<file path="src/rtl/vec_issue_ctrl.sv">
// Sequential issue stage: decodes one instruction per handshake, splits vector
// instructions into lane beats and tracks BEQ resolution with a flush window.
module vec_issue_ctrl #(
  parameter int VLEN         = 8,
  parameter int LANES        = 2,
  parameter int FLUSH_CYCLES = 2,
  localparam int IDX_W       = (VLEN > 1) ? $clog2(VLEN) : 1
) (
  input  logic             clk,
  input  logic             rst_n,
  input  logic             instn_valid,
  input  logic [31:0]      instn,
  output logic             instn_ready,
  output logic             ctrl_valid,
  input  logic             ctrl_ready,
  output logic [5:0]       opcode,
  output logic             RegDst,
  output logic             ALUSrc,
  output logic             branch,
  output logic             MemWrite,
  output logic             RegWrite,
  output logic             MemtoReg,
  output logic             VRegWrite,
  output logic [1:0]       ALUOp,
  output logic [IDX_W-1:0] elem_idx,
  output logic             vec_last,
  input  logic             PCSrc_valid,
  input  logic             PCSrc,
  output logic             beq_enable,
  output logic             flush,
  output logic             illegal
);

  localparam int BEATS = VLEN / LANES;
  localparam int CNT_W = $clog2(FLUSH_CYCLES + 1);
  localparam logic [IDX_W-1:0] LANE_STEP = IDX_W'(LANES);
  localparam logic [IDX_W-1:0] LAST_IDX  = IDX_W'(VLEN - LANES);

  localparam logic [5:0] OP_RTYPE   = 6'b000000;
  localparam logic [5:0] OP_BEQ     = 6'b000100;
  localparam logic [5:0] OP_ADDI    = 6'b001000;
  localparam logic [5:0] OP_SET     = 6'b001101;
  localparam logic [5:0] OP_RVVTYPE = 6'b010000;
  localparam logic [5:0] OP_RVSTYPE = 6'b010001;
  localparam logic [5:0] OP_LW_R    = 6'b100000;
  localparam logic [5:0] OP_LW_V    = 6'b100001;
  localparam logic [5:0] OP_LW      = 6'b100011;
  localparam logic [5:0] OP_SW_R    = 6'b101000;
  localparam logic [5:0] OP_SW_V    = 6'b101001;
  localparam logic [5:0] OP_SW      = 6'b101011;

  localparam logic [1:0] S_ISSUE    = 2'd0;
  localparam logic [1:0] S_VEC_SEQ  = 2'd1;
  localparam logic [1:0] S_BR_WAIT  = 2'd2;
  localparam logic [1:0] S_BR_FLUSH = 2'd3;

  typedef struct packed {
    logic       reg_dst;
    logic       alu_src;
    logic       branch;
    logic       mem_write;
    logic       reg_write;
    logic       mem_to_reg;
    logic       vreg_write;
    logic [1:0] alu_op;
  } ctrl_t;

  function automatic ctrl_t decode_ctrl(input logic [5:0] op);
    ctrl_t c;
    c = '0;
    case (op)
      OP_RTYPE:          begin c.reg_dst = 1'b1; c.alu_op = 2'b10; c.reg_write = 1'b1; end
      OP_RVVTYPE:        begin c.reg_dst = 1'b1; c.alu_op = 2'b10; c.vreg_write = 1'b1; end
      OP_RVSTYPE:        begin c.reg_dst = 1'b1; c.alu_op = 2'b11; c.vreg_write = 1'b1; end
      OP_LW:             begin c.alu_op = 2'b10; c.alu_src = 1'b1; c.reg_write = 1'b1;
                               c.mem_to_reg = 1'b1; end
      OP_SW:             begin c.alu_src = 1'b1; c.mem_write = 1'b1; end
      OP_LW_R, OP_LW_V:  begin c.reg_dst = 1'b1; c.alu_op = 2'b10; c.reg_write = 1'b1;
                               c.mem_to_reg = 1'b1; end
      OP_SW_R, OP_SW_V:  begin c.reg_dst = 1'b1; c.alu_op = 2'b10; c.mem_write = 1'b1; end
      OP_BEQ:            begin c.alu_op = 2'b01; c.branch = 1'b1; end
      OP_ADDI, OP_SET:   begin c.alu_src = 1'b1; c.reg_write = 1'b1; end
      default:           c = '0;
    endcase
    return c;
  endfunction

  function automatic logic op_defined(input logic [5:0] op);
    case (op)
      OP_RTYPE, OP_BEQ, OP_ADDI, OP_SET, OP_RVVTYPE, OP_RVSTYPE,
      OP_LW_R, OP_LW_V, OP_LW, OP_SW_R, OP_SW_V, OP_SW: return 1'b1;
      default: return 1'b0;
    endcase
  endfunction

  function automatic logic op_vector(input logic [5:0] op);
    return (op == OP_RVVTYPE) || (op == OP_RVSTYPE) || (op == OP_LW_V) || (op == OP_SW_V);
  endfunction

  logic [1:0]       state_q, state_d;
  logic             ctrl_valid_q, ctrl_valid_d;
  logic [5:0]       opcode_q, opcode_d;
  ctrl_t            ctrl_q, ctrl_d;
  logic [IDX_W-1:0] elem_idx_q, elem_idx_d;
  logic             vec_last_q, vec_last_d;
  logic [CNT_W-1:0] flush_cnt_q, flush_cnt_d;
  logic             illegal_q, illegal_d;

  logic             out_free;
  logic             accept;
  logic [5:0]       instn_op;
  logic [IDX_W-1:0] elem_next;
  logic             unused_instn;

  assign instn_op     = instn[31:26];
  assign unused_instn = ^instn[25:0];
  assign out_free     = !ctrl_valid_q || ctrl_ready;
  assign instn_ready  = rst_n && (state_q == S_ISSUE) && out_free;
  assign accept       = instn_valid && instn_ready;
  assign elem_next    = elem_idx_q + LANE_STEP;

  always_comb begin
    state_d      = state_q;
    ctrl_valid_d = ctrl_valid_q;
    opcode_d     = opcode_q;
    ctrl_d       = ctrl_q;
    elem_idx_d   = elem_idx_q;
    vec_last_d   = vec_last_q;
    flush_cnt_d  = flush_cnt_q;
    illegal_d    = 1'b0;
    // A consumed beat empties the register unless a new one is loaded below.
    if (out_free) ctrl_valid_d = 1'b0;
    case (state_q)
      S_ISSUE: begin
        if (accept) begin
          if (!op_defined(instn_op)) begin
            illegal_d = 1'b1;
          end else begin
            ctrl_valid_d = 1'b1;
            opcode_d     = instn_op;
            ctrl_d       = decode_ctrl(instn_op);
            elem_idx_d   = '0;
            vec_last_d   = 1'b1;
            if (op_vector(instn_op) && (BEATS > 1)) begin
              vec_last_d = 1'b0;
              state_d    = S_VEC_SEQ;
            end else if (instn_op == OP_BEQ) begin
              state_d = S_BR_WAIT;
            end
          end
        end
      end
      S_VEC_SEQ: begin
        // Opcode and decode stay latched; only the element window advances.
        if (out_free) begin
          ctrl_valid_d = 1'b1;
          elem_idx_d   = elem_next;
          vec_last_d   = (elem_next == LAST_IDX);
          if (elem_next == LAST_IDX) state_d = S_ISSUE;
        end
      end
      S_BR_WAIT: begin
        if (PCSrc_valid) begin
          if (PCSrc) begin
            state_d     = S_BR_FLUSH;
            flush_cnt_d = CNT_W'(FLUSH_CYCLES);
          end else begin
            state_d = S_ISSUE;
          end
        end
      end
      S_BR_FLUSH: begin
        flush_cnt_d = flush_cnt_q - CNT_W'(1);
        if (flush_cnt_q == CNT_W'(1)) state_d = S_ISSUE;
      end
      default: state_d = S_ISSUE;
    endcase
  end

  always_ff @(posedge clk or negedge rst_n) begin
    if (!rst_n) begin
      state_q      <= S_ISSUE;
      ctrl_valid_q <= 1'b0;
      opcode_q     <= '0;
      ctrl_q       <= '0;
      elem_idx_q   <= '0;
      vec_last_q   <= 1'b0;
      flush_cnt_q  <= '0;
      illegal_q    <= 1'b0;
    end else begin
      state_q      <= state_d;
      ctrl_valid_q <= ctrl_valid_d;
      opcode_q     <= opcode_d;
      ctrl_q       <= ctrl_d;
      elem_idx_q   <= elem_idx_d;
      vec_last_q   <= vec_last_d;
      flush_cnt_q  <= flush_cnt_d;
      illegal_q    <= illegal_d;
    end
  end

  assign ctrl_valid = ctrl_valid_q;
  assign opcode     = opcode_q;
  assign RegDst     = ctrl_q.reg_dst;
  assign ALUSrc     = ctrl_q.alu_src;
  assign branch     = ctrl_q.branch;
  assign MemWrite   = ctrl_q.mem_write;
  assign RegWrite   = ctrl_q.reg_write;
  assign MemtoReg   = ctrl_q.mem_to_reg;
  assign VRegWrite  = ctrl_q.vreg_write;
  assign ALUOp      = ctrl_q.alu_op;
  assign elem_idx   = elem_idx_q;
  assign vec_last   = vec_last_q;
  assign beq_enable = (state_q == S_BR_WAIT) || (state_q == S_BR_FLUSH);
  assign flush      = (state_q == S_BR_FLUSH);
  assign illegal    = illegal_q;

endmodule

</file>
<file path="config.mk">
export PLATFORM = sky130hd
export DESIGN_NAME = vec_issue_ctrl
export DESIGN_NICKNAME = d
export VERILOG_FILES = /design/src/rtl/vec_issue_ctrl.sv
export SDC_FILE = /design/constraint.sdc
export NUM_CORES = 1
export LEC_CHECK = 0
export CAP_MARGIN = 20
export CORE_UTILIZATION = 41
export DETAILED_ROUTE_END_ITERATION = 7
export PLACE_DENSITY = 0.77
export SLEW_MARGIN = 25
export SYNTH_ARGS = -nofsm -noshare
export SYNTH_HDL_FRONTEND = slang
export SYNTH_SLANG_ARGS = --single-unit
</file>
<file path="constraint.sdc">
create_clock -name clk -period 2.04 [get_ports clk]
set_input_delay 0.408 -clock clk [delete_from_list [all_inputs] [get_ports clk]]
set_output_delay 0.408 -clock clk [all_outputs]
set_load 0.02 [all_outputs]
</file>
### Yosys cells after proc, flatten, opt, wreduce, memory -nomap -nowiden

Cells that the tools add are included.

| operators by class | value |
|---|---|
| multiplexer cells | 41 |
| equal/unequal tests | 24 |
| reduce and logical (&&, ||, !) cells | 25 |
| $add $sub $neg | 2 |

Operators with widths:

| kind | count |
|---|---|
| $eq 6x6->1 const B | 6 |
| $mux 2 | 11 |
| $mux 1 | 21 |
| $reduce_or 7->1 | 2 |
| $eq 6x4->1 const B | 2 |
| $eq 6x5->1 const B | 2 |
| $reduce_or 12->1 | 1 |
| $ne 2x2->1 const B | 5 |
| $mux 3 | 3 |
| $pmux 2 s4 | 1 |
| $reduce_and 7->1 | 1 |
| $eq 6x3->1 const B | 1 |
| $logic_not 6->1 | 1 |
| $pmux 2 s3 | 1 |
| $pmux 3 s2 | 1 |
| $reduce_and 3->1 | 2 |
| $reduce_or 3->1 | 2 |
| $reduce_or 6->1 | 1 |
| $logic_or 1x1->1 | 5 |
| $eq 2x1->1 const B | 2 |
| $eq 2x2->1 const B | 2 |
| $ne 2x1->1 const B | 2 |
| $pmux 1 s2 | 2 |
| $pmux 2 s2 | 1 |
| 11 further kinds | 14 |

| word-level totals | value |
|---|---|
| logic and storage cells | 107 |
| input port bits | 38 |
| flip-flop bits (word level) | 25 |
| output and inout port bits | 24 |

### Depth between registers and ports, before layout

Gate-level depths: netlist of the first run.

| logic depth | value |
|---|---|
| word-level depth | 9 |
| gate-level depth with buffers | 8 |
| depth with buffers taken out | 5 |

### Worst setup path before layout of the first run

No wires, ideal clock.

| path | value |
|---|---|
| path type | in2reg |
| start | in instn[26] |
| end | reg opcode_q[1], in the netlist opcode[1] |
| data required time | 1,912 ps |
| setup time | 128 ps |
| path slack | 367 ps |
| path buffers | 2 |
| stages on the path | 6 |
| arrival time | 1,545 ps |
| cells stage by stage | buf_4 -> and3_4 -> o211ai_2 -> a31o_1 -> buf_6 -> mux2_1 |

| on the way | value |
|---|---|
| word-level cells in the longest chain between the ends | 6 |
| elaborated cells between the ends (all ways) | 17 |
| those cells by class | 11 x eq/ne; 3 x mux; 3 x reduce/logical |

Ends and longest elaborated chain:

| element | line | source |
|---|---|---|
| start, declared | 12 | `input logic [31:0] instn,` |
| $eq 6x5->1 (tied with other cells) | 89 | `case (op)` |
| $reduce_or 12->1 (*) | 89 |  |
| $mux 1 (*) | 89 |  |
| $mux 1 (*) | 135 | `if (accept) begin` |
| $mux 1 (*) | 133 | `case (state_q)` |
| $reduce_and 3->1 (no source line) (*) | n/a |  |
| end signal, assigned | 193 | `opcode_q <= opcode_d;` |
| end, declared | 102 | `logic [5:0] opcode_q, opcode_d;` |

Every way passes the cells marked *; elsewhere a longest branch is shown, timed or not. The select of a mux whose other input is x is not followed.
A chain may end at the register's enable or synchronous reset.

### Worst setup path after layout of the first run

| path | value |
|---|---|
| start | in rst_n |
| end | out instn_ready |

| on the way | value |
|---|---|
| word-level cells in the longest chain between the ends | 2 |

Ends and longest elaborated chain:

| element | line | source |
|---|---|---|
| start, declared | 10 | `input logic rst_n,` |
| $logic_and 1x1->1 (2 in a row) | 118 | `assign instn_ready = rst_n && (state_q == S_ISSUE) && out_free;` |
| end, declared | 13 | `output logic instn_ready,` |

Every way passes these cells.

==> summary.txt, run 1 <==
STA
  – Worst Skew: 0.00460 ns
  – Maximum operating frequency: 507 MHz
  – Setup-failing EPs final: 0
  – Final hold vios: 0
  – RSZ-0062 raised after global routing: no
  – Final Max Tran Viols: 0
  – Final worst path period need: 1.97 ns
  – Tcrit/Tclk final: 96.8%

Floorplan
  – Die Y: 60.1 um
  – Core region area: 3130 sq um
  – Io pins: 62
  – Initial core utilization: 44.3%
  – Site row count: 20
  – Die Width: 60.1 um
  – Die Area: 3610 sq um

Synthesis
  – Yosys reg bits: 24
  – Syn Area/Cell: 9.55 sq um
  – Post-Synthesis Cells: 145
  – Synth Cell Area: 1390 sq um
  – Main flop type after synthesis: dfrtp_1
  – Sequential area share after synthesis: 43.4%
  – Asr flop ratio synth: 100%
  – Distinct cells, synth: 46
  – Number of synthesized flops with an enable pin: 0
  – Total of warnings raised by yosys: 0
  – Synthesized net count: 185

Drt
  – Detailed Routing Iterations Pass 1: 4
  – Via count: 1260
  – Initial DRC Count: 39
  – # DRC: 0
  – WL final: 3.11 mm
  – WL/cell: 13.0 um
  – Vias/cell: 5.27
  – Post-route ant nets: 0

Final layout
  – Final instance area: 1920 sq um
  – Layout overhead on the synthesized area: 38.6%
  – Share of cells above drive strength 1: 22.1%
  – Final core utilization: 61.4%
  – Fin nets: 236
  – Most frequent cells in the layout: clkdlybuf4s50_1 (32), buf_4 (25), dfrtp_1 (24), nand2_1 (14), o21ai_0 (9)
  – Antenna diodes: 0
  – Commonest non-fill, non-tap cell in the layout: clkdlybuf4s50_1

Clock network
  – Num CTS Buffers: 3
  – CTS clk-pin slew, worst paths: 0.13 ns
  – Num Clock Sinks: 24
  – Root Buffer: clkbuf_4
  – Clock Latency Late Sink: 0.31 ns
  – Clk buf depth: 2
  – H-tree levels: 1
  – Postcts setup bufs: 0
  – CTS tree: built

Job
  – Max-cap viol count: 0

Worst setup path
  – WP data required: 1.63 ns
  – CP Cell Sequence: clkdlybuf4s50_1 > nor2b_2 > and3_1 > dlygate4sd2_1
  – Critical Path End Type: primary output
  – Reg2Reg Launch Point: state_q[1]
  – Buffers & Inverters on Critical Path: 2
  – Worst path top cell family by delay: buffers and inverters
  – R2R cell count: 6
  – Crit path launch type: primary input
  – Worst reg2reg setup slack: 0.34 ns
  – CP Launch Point: rst_n
  – Setup CP Type: in -> out
  – End of the critical path: instn_ready
  – Slowest cell on crit path: clkdlybuf4s50_1
  – Worst-path maximum fanout: 2
  – Crit-path max cell delay: 0.48 ns
  – Crit. path cell count: 4
  – Arrival time of the worst setup path: 1.57 ns
  – Reg2Reg Capture Point: branch

Placement
  – Cell Area, Placed: 1880 sq um
  – PortBufs: 34
  – Gpl congestion: 0.950
  – Dpl hpwl: 2.48 mm

Global routing
  – Global-route wire length before repair: 5.29 mm
  – Initial antenna violation count: 0
  – GRT overflow: 0
  – Pin count of the biggest net entering global routing: 25
  – GRT Overall Usage: 19.7%
  – Vias in the first global route: 1217

Status
  – Outcome: complete, no violations

Pwr
  – Max IR drop VDD: 473 uV
  – Power Dens Cells: 805 nW/um^2
  – Leakage: 0.000871 uW

Hold path
  – Hold Crit Class: in -> async
cells in the mapped netlist, types with 3 or more instances:
master | instances | area, sq um
nor2b_1 | 5 | 31.3
a21oi_1 | 6 | 30.0
inv_1 | 7 | 26.3
dfrtp_1 | 24 | 601
a21o_1 | 4 | 30.0
mux2_1 | 3 | 33.8
o21ai_0 | 9 | 45.0
nor2_1 | 6 | 22.5
buf_2 | 5 | 25.0
buf_4 | 4 | 30.0
o21ai_1 | 4 | 20.0
o31ai_1 | 6 | 45.0
o21a_1 | 3 | 22.5
nand2_1 | 14 | 52.6
nand3_1 | 6 | 30.0
how the worst min path moves through the flow:
stage                     end  depth (start not counted)  slack [ns]      from
floorplan            ALUOp[0]                          0        0.11     rst_n
detailed placement     ALUSrc                          2        0.47    ALUSrc
CTS                    branch                          2        0.49     rst_n
global placement     MemWrite                          2        0.46  MemWrite
global route        opcode[4]                          2        0.48     rst_n
finish              opcode[4]                          2        0.47     rst_n
per-layer routing:
metal | track usage [%] | wire length (um)
met5 | 0 | 0
met4 | 8.64 | 44
met3 | 1.52 | 105
met2 | 32.0 | 1530
met1 | 26.7 | 1430
cell type report:
cell class / instances / area, sq um
flip-flops and latches: 24 / 601
clock buffers: 4 / 36.3
multi-input cells: 100 / 672
fillers: 257 / 1210
well taps: 44 / 55.1
inverters: 8 / 30.0
repair buffers: 59 / 526
where the power goes:
part / internal [uW] / switching [uW] / total [uW]
clock network: 109 / 140 / 249
registers: 577 / 60.1 / 637
logic: 329 / 330 / 659
total: 1010 / 530 / 1540
cells by family (layout without fill, tap and decap cells):
logic type | after synthesis | count (layout) | share of synthesized area (%)
and+or+nand+nor | 47 | 47 | 19.5
buffers and inverters | 21 | 71 | 8.31
AOI/OAI and AO/OA | 47 | 47 | 24.3
DFF | 24 | 24 | 43.4
muxes | 3 | 3 | 2.44
adders and majority gates | 2 | 2 | 1.81
other | 1 | 1 | 0.271
repair_timing:
item | in CTS | in global routing
gates resized for setup | 2 | 1
hold buffers | 0 | 0
setup endpoints to repair | 2 | 1
gates cloned | 0 | 0
through the flow:
stage | cells | setup WS, ns | power, uW | hold slack, ns | TNS, ns
5_1_grt | 239 | 0.0344 | 1640 | 0.483 | 0
2_1_floorplan | 145 | 0.367 | 993 | 0.112 | 0
3_3_place_gp | 235 | -0.248 | 1290 | 0.460 | -1.95
6_report | 239 | 0.0658 | 1540 | 0.475 | 0
3_5_place_dp | 235 | -0.253 | 1310 | 0.467 | -2.36
4_1_cts | 239 | 0.00710 | 1560 | 0.488 | 0
sequential cells by signal, summed over array words and instances, names as in the netlist, 2 cells and up:
| register | cells |
|---|---|
| ALUOp | 2 |
| elem_idx | 2 |
| flush_cnt_q | 2 |
| opcode | 6 |
| state_q | 2 |
(Power assumes the default switching activity.)
==> run 2, diff against run 1 <==
--- a/config.mk
+++ b/config.mk
@@ -5,9 +5,11 @@
 export SDC_FILE = /design/constraint.sdc
 export NUM_CORES = 1
 export LEC_CHECK = 0
+export ABC_CLOCK_PERIOD_IN_PS = 2040
 export CAP_MARGIN = 20
 export CORE_UTILIZATION = 41
 export DETAILED_ROUTE_END_ITERATION = 7
+export GPL_TIMING_DRIVEN = 0
 export PLACE_DENSITY = 0.77
 export SLEW_MARGIN = 25
 export SYNTH_ARGS = -nofsm -noshare
==> run 2 against run 1 <==
  * Global-route usage shrank 1.2 points
  * Routed wire length shrank 3.1%
  * Via count shrank 3.1%
  * Clock-buffer cell count shrank 1
  * Sequential cell count is the same
  * Sequential share of layout area grew 2.0 points
  * Combinational power shrank 5.6%
  * Worst setup slack gained 0.11 ns
  * Clock skew is essentially flat
  * Die area is the same
  * Fmax grew 5.9%
==> summary.txt, run 2 (synthesized netlist as in run 1, its figures left out) <==
Status
  – Outcome: complete, no violations

Floorplan
  – Site row count: 20
  – Io pins: 62
  – Core region area: 3130 sq um
  – Initial core utilization: 44.3%
  – Die Width: 60.1 um
  – Die Y: 60.1 um
  – Die Area: 3610 sq um

Drt
  – WL/cell: 13.4 um
  – Detailed Routing Iterations Pass 1: 4
  – Via count: 1221
  – Vias/cell: 5.43
  – WL final: 3.01 mm
  – Initial DRC Count: 60
  – Post-route ant nets: 0
  – # DRC: 0

Global routing
  – GRT Overall Usage: 18.5%
  – GRT overflow: 0
  – Pin count of the biggest net entering global routing: 26
  – Vias in the first global route: 1129
  – Global-route wire length before repair: 5.09 mm
  – Initial antenna violation count: 0

Placement
  – Gpl congestion: 0.815
  – Dpl hpwl: 2.27 mm
  – PortBufs: 30

Clock network
  – Clock Latency Late Sink: 0.32 ns
  – CTS clk-pin slew, worst paths: 0.14 ns
  – Num CTS Buffers: 3
  – Root Buffer: clkbuf_4
  – H-tree levels: 1
  – CTS tree: built
  – Num Clock Sinks: 24
  – Postcts setup bufs: 0
  – Clk buf depth: 2

STA
  – Maximum operating frequency: 536 MHz
  – Tcrit/Tclk final: 91.4%
  – Final hold vios: 0
  – Worst Skew: 0.00478 ns
  – Final worst path period need: 1.86 ns
  – Setup-failing EPs final: 0
  – RSZ-0062 raised after global routing: no
  – Hold_ws: 0.290 ns
  – Final Max Tran Viols: 0
  – Worst-Margin Slew: 0.583 ns
  – Max transition margin: 61.0%

Worst setup path
  – Crit path launch type: primary input
  – Arrival time of the worst setup path: 1.46 ns
  – Setup CP Type: in -> out
  – WP data required: 1.63 ns
  – Worst reg2reg setup slack: 0.30 ns
  – Critical Path End Type: primary output
  – Reg2Reg Capture Point: ALUOp[0]
  – Worst-path maximum fanout: 8
  – Reg2Reg Launch Point: state_q[0]
  – R2R cell count: 8

Pwr
  – Total power: 1610 uW
  – Power Dens Cells: 890 nW/um^2
  – Leakage: 0.000822 uW
  – Max IR drop VDD: 494 uV

Hold path
  – Worst hold path endpoint: ALUSrc
  – Worst Hold Depth: 2
  – Hold Crit Class: in -> reg
  – Hold Crit Start: instn[30]

Final layout
  – Filler Cell Count: 280
  – Commonest non-fill, non-tap cell in the layout: clkdlybuf4s50_1
  – Share of cells above drive strength 1: 16.6%
  – Final core utilization: 57.8%
  – Most frequent cells in the layout: clkdlybuf4s50_1 (26), dfrtp_1 (24), nand2_1 (14), o21ai_0 (9), inv_1 (7)
  – Fin nets: 222
  – Antenna diodes: 0
  – Layout overhead on the synthesized area: 30.4%
  – Max reg flops: 6

Job
  – Max-cap viol count: 0
run 2: changes by cell type in the layout (fill, tap and decap cells not counted), moves of 2 or more:
cell,previous run,this run
dlygate4sd3_1,0,2
buf_4,25,4
clkdlybuf4s50_1,32,26
buf_2,0,5
buf_6,0,2
run 2: stage by stage:
step	cell area, sq um	TNS, ns	worst slack [ns]	cells
after floorplan	1390	0	0.367	145
after global placement	1740	-18.46	-1.02	219
after global routing	1810	0	0.0896	225
after CTS	1790	0	0.00710	223
final	1810	0	0.175	225
after detailed placement	1740	-2.30	-0.275	219
run 2: repair_timing:
action | CTS | global route
endpoints found under the setup margin | 2 | 2
cloned | 0 | 0
gates resized for setup | 2 | 4
hold endpoints to repair | 0 | 11
hold buffers | 0 | 2
run 2: where the power goes:
group | internal [uW] | total, uW | switching, uW
clock network | 199 | 349 | 150
registers | 577 | 637 | 60.7
logic | 301 | 622 | 321
run 2: area by class of cell:
cell class	instances	area, sq um	area share [%]
clock buffers	3	22.5	1.25
flip-flops and latches	24	601	33.2
repair buffers	32	314	17.4
clock inverters	1	30.0	1.66
plain buffers	13	85.1	4.71
multi-input cells	100	669	37.0
inverters	8	30.0	1.66
well taps	44	55.1	3.05
run 2: metal layers:
layer  vias up  routed length, um  GRT usage (%)
li1        589                  -              -
met1       582               1390           26.4
met2        43               1420           29.0
met3         7                158           1.95
met4         0                 44           5.98
met5         -                  0              0
run 2: how the worst max path moves through the flow:
stage / slack, ns / endpoint / cells past startpoint / start
after floorplan: 0.37 / opcode[1] / 6 / instn[26]
after global placement: -1.02 / instn_ready / 4 / rst_n
after detailed placement: -0.28 / instn_ready / 5 / ctrl_ready
after CTS: 0.007 / instn_ready / 5 / ctrl_ready
after global routing: 0.09 / ALUOp[0] / 9 / ctrl_ready
final: 0.18 / instn_ready / 5 / ctrl_ready
run 2: worst max-delay path, cell delays in order:
cell             delay, ns
clkdlybuf4s50_1       0.47
nand2b_1              0.09
buf_2                 0.17
and3_1                0.16
clkbuf_2              0.16
==> run 3, diff against run 2 <==
--- a/config.mk
+++ b/config.mk
@@ -6,12 +6,11 @@
 export NUM_CORES = 1
 export LEC_CHECK = 0
 export ABC_CLOCK_PERIOD_IN_PS = 2040
-export CAP_MARGIN = 20
 export CORE_UTILIZATION = 41
 export DETAILED_ROUTE_END_ITERATION = 7
 export GPL_TIMING_DRIVEN = 0
 export PLACE_DENSITY = 0.77
-export SLEW_MARGIN = 25
+export SLEW_MARGIN = 40
 export SYNTH_ARGS = -nofsm -noshare
 export SYNTH_HDL_FRONTEND = slang
 export SYNTH_SLANG_ARGS = --single-unit
==> results of run 3 <==
The final DEF is identical to that of run 2; final timing and power are the same.
